### src/rtl/dmem_arb_pkg.sv
// Shared types for the data-memory arbiter: FSM states and request-owner encoding.
package dmem_arb_pkg;

    // IDLE: no access issued next cycle, BUSY: access issued next cycle,
    // LOCK: p1 holds the memory across consecutive grants.
    typedef enum logic [1:0] {
        IDLE = 2'd0,
        BUSY = 2'd1,
        LOCK = 2'd2
    } arb_state_t;

    // Which port an issued access belongs to, so the response can be routed back.
    typedef enum logic {
        OWN_P0 = 1'b0,
        OWN_P1 = 1'b1
    } owner_t;

endpackage

### src/rtl/arb_starve_counter.sv
// Saturating count of consecutive cycles in which port 1 asked and was refused.
// The sat flag lets port 1 override port 0 priority once it has waited long enough.
module arb_starve_counter #(
    parameter int MAX_WAIT = 4
) (
    input  logic clk,
    input  logic rst_n,
    input  logic req,
    input  logic gnt,
    output logic sat
);

    localparam int CW = (MAX_WAIT < 1) ? 1 : $clog2(MAX_WAIT + 1);
    localparam logic [CW-1:0] MAX_CNT = CW'(MAX_WAIT);

    logic [CW-1:0] count;

    // Count refused cycles; any grant or a dropped request starts the wait over.
    always_ff @(posedge clk or negedge rst_n) begin
        if (!rst_n) begin
            count <= '0;
        end else if (!req || gnt) begin
            count <= '0;
        end else if (!sat) begin
            count <= count + 1'b1;
        end
    end

    assign sat = (count == MAX_CNT);

endmodule

### src/rtl/dmem_arbiter.sv
// Two-port arbiter in front of the single-port data memory. Port 0 is the
// pipeline MEM stage, port 1 the DMA/debug loader. A grant in cycle N drives the
// memory from registers in N+1; read data returns with a valid pulse in N+2.
module dmem_arbiter
    import dmem_arb_pkg::*;
#(
    parameter int ADDR_W   = 32,
    parameter int DATA_W   = 32,
    parameter int MAX_WAIT = 4
) (
    input  logic              clk,
    input  logic              rst_n,

    input  logic              p0_req,
    input  logic              p0_we,
    input  logic [ADDR_W-1:0] p0_addr,
    input  logic [DATA_W-1:0] p0_wdata,
    output logic              p0_gnt,
    output logic              p0_rvalid,
    output logic [DATA_W-1:0] p0_rdata,

    input  logic              p1_req,
    input  logic              p1_we,
    input  logic [ADDR_W-1:0] p1_addr,
    input  logic [DATA_W-1:0] p1_wdata,
    input  logic              p1_lock,
    output logic              p1_gnt,
    output logic              p1_rvalid,
    output logic [DATA_W-1:0] p1_rdata,

    output logic              mem_read,
    output logic              mem_write,
    output logic [ADDR_W-1:0] mem_addr,
    output logic [DATA_W-1:0] mem_wdata,
    input  logic [DATA_W-1:0] mem_rdata
);

    arb_state_t        state;
    arb_state_t        state_nxt;
    logic              p1_sat;

    logic              iss_valid;
    owner_t            iss_owner;
    logic              iss_we;
    logic [ADDR_W-1:0] iss_addr;
    logic [DATA_W-1:0] iss_wdata;

    arb_starve_counter #(
        .MAX_WAIT (MAX_WAIT)
    ) u_starve (
        .clk   (clk),
        .rst_n (rst_n),
        .req   (p1_req),
        .gnt   (p1_gnt),
        .sat   (p1_sat)
    );

    // State register; reset drops any lock ownership.
    always_ff @(posedge clk or negedge rst_n) begin
        if (!rst_n) begin
            state <= IDLE;
        end else begin
            state <= state_nxt;
        end
    end

    // Grant selection and next state: lock owner first, then a starved p1,
    // then p0, then p1. Grants are held off entirely while reset is asserted.
    always_comb begin
        p0_gnt    = 1'b0;
        p1_gnt    = 1'b0;
        state_nxt = state;

        if (rst_n) begin
            if (state == LOCK) begin
                p1_gnt = p1_req;
            end else if (p1_sat && p1_req) begin
                p1_gnt = 1'b1;
            end else if (p0_req) begin
                p0_gnt = 1'b1;
            end else if (p1_req) begin
                p1_gnt = 1'b1;
            end
        end

        if (p1_gnt && p1_lock) begin
            state_nxt = LOCK;
        end else if (state == LOCK) begin
            if (p1_lock) begin
                state_nxt = LOCK;
            end else if (p1_gnt) begin
                state_nxt = BUSY;
            end else begin
                state_nxt = IDLE;
            end
        end else if (p0_gnt || p1_gnt) begin
            state_nxt = BUSY;
        end else begin
            state_nxt = IDLE;
        end
    end

    // Issue registers: capture the winning request so the memory sees it next
    // cycle; with no grant everything returns to zero so the bus reads as idle.
    always_ff @(posedge clk or negedge rst_n) begin
        if (!rst_n) begin
            iss_valid <= 1'b0;
            iss_owner <= OWN_P0;
            iss_we    <= 1'b0;
            iss_addr  <= '0;
            iss_wdata <= '0;
        end else if (p0_gnt) begin
            iss_valid <= 1'b1;
            iss_owner <= OWN_P0;
            iss_we    <= p0_we;
            iss_addr  <= p0_addr;
            iss_wdata <= p0_wdata;
        end else if (p1_gnt) begin
            iss_valid <= 1'b1;
            iss_owner <= OWN_P1;
            iss_we    <= p1_we;
            iss_addr  <= p1_addr;
            iss_wdata <= p1_wdata;
        end else begin
            iss_valid <= 1'b0;
            iss_owner <= OWN_P0;
            iss_we    <= 1'b0;
            iss_addr  <= '0;
            iss_wdata <= '0;
        end
    end

    assign mem_read  = iss_valid & ~iss_we;
    assign mem_write = iss_valid & iss_we;
    assign mem_addr  = iss_addr;
    assign mem_wdata = iss_wdata;

    // Response registers: latch the combinational read data for the owning port
    // and pulse its valid; read data holds until that port's next read returns.
    always_ff @(posedge clk or negedge rst_n) begin
        if (!rst_n) begin
            p0_rvalid <= 1'b0;
            p0_rdata  <= '0;
            p1_rvalid <= 1'b0;
            p1_rdata  <= '0;
        end else begin
            p0_rvalid <= mem_read && (iss_owner == OWN_P0);
            p1_rvalid <= mem_read && (iss_owner == OWN_P1);
            if (mem_read && (iss_owner == OWN_P0)) begin
                p0_rdata <= mem_rdata;
            end
            if (mem_read && (iss_owner == OWN_P1)) begin
                p1_rdata <= mem_rdata;
            end
        end
    end

endmodule

### config.mk
export PLATFORM = sky130hd
export DESIGN_NAME = dmem_arbiter
export DESIGN_NICKNAME = d
export VERILOG_FILES = /design/src/rtl/dmem_arb_pkg.sv /design/src/rtl/arb_starve_counter.sv /design/src/rtl/dmem_arbiter.sv
export SDC_FILE = /design/constraint.sdc
export NUM_CORES = 1
export LEC_CHECK = 0
export ABC_AREA = 1
export BUFFER_PORTS_ARGS = -buffer_cell sky130_fd_sc_hd__buf_2
export CELL_PAD_IN_SITES_DETAIL_PLACEMENT = 1
export CELL_PAD_IN_SITES_GLOBAL_PLACEMENT = 1
export CORE_MARGIN = 2
export CORE_UTILIZATION = 29
export CTS_BUF_LIST = sky130_fd_sc_hd__clkbuf_4
export DETAILED_ROUTE_END_ITERATION = 12
export HOLD_SLACK_MARGIN = 0.1
export PLACE_DENSITY = 0.88
export RECOVER_POWER = 100
export SLEW_MARGIN = 10
export SYNTH_ARGS = -nofsm -noshare
export SYNTH_HDL_FRONTEND = slang
export SYNTH_SLANG_ARGS = --single-unit
export TNS_END_PERCENT = 10
### constraint.sdc
create_clock -name clk -period 1.4 [get_ports clk]
set_clock_uncertainty 0.05 [all_clocks]
set_input_delay 0.28 -clock clk [delete_from_list [all_inputs] [get_ports clk]]
set_output_delay 0.28 -clock clk [all_outputs]
set_load 0.03 [all_outputs]
==> impl_metrics.py <==
metrics = {
    "synthesis": {
        "ys_async_sr_fraction": 1.00,
        "synth_cells": 564,
        "synth_flop_cell": "dfrtp_1",
        "synth_seq_cells": 138,
        "synth_edf_count": 0,
        "ys_types": 21,
        "synth_common_cells": "261 x nand2_1, 138 x dfrtp_1, 65 x o21ai_0",
        "yosysTopAreaCell": "dfrtp_1",
        "synth_area_leaders": "dfrtp_1 65%, nand2_1 18%, o21ai_0 6.1%",
        "yosys.cell_count.top_type": "nand2_1",
        "avgSynthCellArea_um2": 9.41,
        "synth_top_area_share": 0.651,
        "ys_seq_area_frac": 0.651,
        "synth-warning-count": 0,
        "syn-num-nets": 733,
        "syn-cell-area_um2": 5310,
    },
    "run": {
        "drv_cap": 0,
    },
    "worst_setup_path": {
        "crit_type": "flip-flop to primary output",
        "path_cells": "inv_2, ha_4, nand3_2, nand4_1, inv_2, buf_6",
        "cpPeakStageDelay_ps": 420,
        "path_delay_family": "flip-flops",
        "worst-path-max-fanout": 3,
        "critPathBufInv": 3,
        "cp_common_cell": "inv_2",
        "critPathRequiredTime_ps": 1070,
        "critPathLaunchType": "flip-flop",
        "critPathSlowestCell": "dfrtp_1",
        "setup.worst_path.end_class": "primary output",
        "arrival_ps": 1660,
    },
    "sta": {
        "fin_crit_ps": 1990,
        "fin_crit_sh": 1.42,
        "setup_violations": 275,
        "rsz0062_at_grt": "yes",
        "fin_ws_ps": -593,
        "drv_slew": 0,
        "hold_violations": 0,
        "setup-tns-final_ps": -33170,
        "slew-limit-headroom": 0.543,
        "fmax_mhz": 502,
        "tightest_slew_ps": 686,
    },
    "grt": {
        "grt_pass1_wl_um": 42900,
        "antenna_found_initial": 10,
        "grtUsageTotal": 0.290,
        "grt_max_degree": 71,
        "grt_remaining_overflow": 0,
        "grt_pass1_vias": 7357,
    },
    "pwr": {
        "p_total_mw": 13.3,
        "ir_worst_vdd_mv": 0.883,
        "power.density_nw_per_um2": 1230,
        "p_leak_nw": 5.76,
    },
    "cts": {
        "clockBufferDepth": 2,
        "cts_tree": "yes",
        "clock-sinks": 138,
        "htreeDepth": 4,
        "clk_pin_slew_worst_paths_ps": 160,
        "root_buffer": "clkbuf_4",
        "cts_buffers": 17,
        "clock_latency_ps": 570,
    },
    "floorplanning": {
        "dieHeight_um": 139,
        "core_area_um2": 18000,
        "die_w_um": 139,
        "ios": 301,
        "core.rowCount": 49,
        "start_util": 0.295,
        "die_area_um2": 19400,
    },
    "status": {
        "status": "finished, violations left",
        "violations": "setup timing",
    },
    "finish": {
        "finalNetCount": 1245,
        "multiInputGateArea_um2": 1790,
        "nFillCells": 1941,
        "layoutNonFillerInstCount": 1326,
        "area_growth_pct": 104,
        "drive_gt1_frac": 0.449,
        "regArea_um2": 3450,
        "final_util": 0.603,
    },
    "route": {
        "vias": 6396,
        "wl_um": 30700,
        "via_per_inst": 4.82,
        "detail_route.drc_violations": 0,
        "wl_per_cell_um": 23.1,
        "drtIter0Drc": 216,
        "first_pass_iters": 4,
        "postRouteAntennaNets": 0,
    },
    "placement": {
        "dp_slack_ps": -132,
        "portBuffers": 300,
        "hpwlAfterDp_um": 13400,
        "routabilityCongestion": 0.806,
        "placed_cells_incl_taps": 1093,
    },
    "worst_hold_path": {
        "min_path_type": "input port to flip-flop",
    },
}
[cell type report]
class                   count  area share
diodes                      8     0.00185
well taps                 229      0.0265
repair buffers            521       0.439
clock inverters            13      0.0177
clock buffers              19      0.0132
inverters                  48      0.0171
multi-input cells         350       0.165
flip-flops and latches    138       0.319
[cell usage in the layout (no fill, tap or decap), drive strengths merged, types with 6 or more instances in the layout]
master,instances
o21ai,65
dfrtp,138
clkinv,6
nand2,272
buf,346
diode,8
clkbuf,26
inv,51
dlygate4sd3,168
[report_power, final]
part	total [mW]	internal [mW]	switching, mW
clock network	3.20	1.48	1.72
registers	5.15	4.62	0.529
logic	4.92	2.20	2.71
[cells by family (layout without fill, tap and decap cells)]
group | count (synthesis) | in the layout | synth area share
buffers and inverters | 76 | 601 | 0.0707
other | 0 | 8 | 0
AND/OR/NAND/NOR | 280 | 280 | 0.209
XOR/XNOR | 1 | 1 | 0.00165
flip-flops | 138 | 138 | 0.651
adder cells (fa/ha/maj) | 2 | 2 | 0.00471
AO/OA/AOI/OAI | 67 | 67 | 0.0632
[state kept, by name, indices dropped and copies added, names as in the netlist]
signal and flops:
mem_addr 32, mem_wdata 32, p1_rdata 32, p0_rvalid 1
state 2, iss_we 1, u_starve.count 3, iss_owner 1
p1_rvalid 1, p0_rdata 32, iss_valid 1
[worst paths after layout]
| check | endpoint | start | slack (ps) | cells past startpoint |
|---|---|---|---|---|
| max | p0_gnt | u_starve.count[1] | -590 | 6 |
| min reg2reg | p0_rdata[4] | p0_rdata[4] | 480 | 2 |
| min | state[1] | p0_req | 410 | 7 |
| min in group asynchronous | u_starve.count[2] | rst_n | 600 | 4 |
| max reg2reg | mem_addr[12] | u_starve.count[1] | -410 | 11 |
| max in group asynchronous | p0_rdata[20] | rst_n | -110 | 5 |
[metal layers]
metal  vias up  share of wire  GRT usage
li1       2756              -          -
met1      3158           0.35      0.303
met2       366           0.53      0.528
met3       112          0.064     0.0836
met4         4          0.056      0.147
met5         -        0.00088          0
[timing repair]
item	4_1_cts	5_1_grt
cloned	5	6
pin swaps	2	15
resized for setup	285	116
endpoints found under the hold margin	203	0
buffers inserted	9	7
setup endpoints to repair	189	221
hold buffers	168	0
[metrics by stage]
step | hold WS, ps | cell area (um^2)
floorplan | -65.6 | 5320
global placement | 28.9 | 7220
detailed placement | 27.9 | 7220
CTS | 200 | 10300
global route | 366 | 10800
finish | 406 | 10800
[worst reg2reg max path, cell delays in order, from the launching register on]
cell,delay [ps]
dfrtp_1,440
inv_2,100
ha_4,170
nand2_4,60
nand3_4,90
nand2_4,70
inv_6,60
buf_4,130
buf_12,180
buf_12,180
nand2_1,100
nand2_1,140
Note: power is estimated with default switching activity, not from simulation.
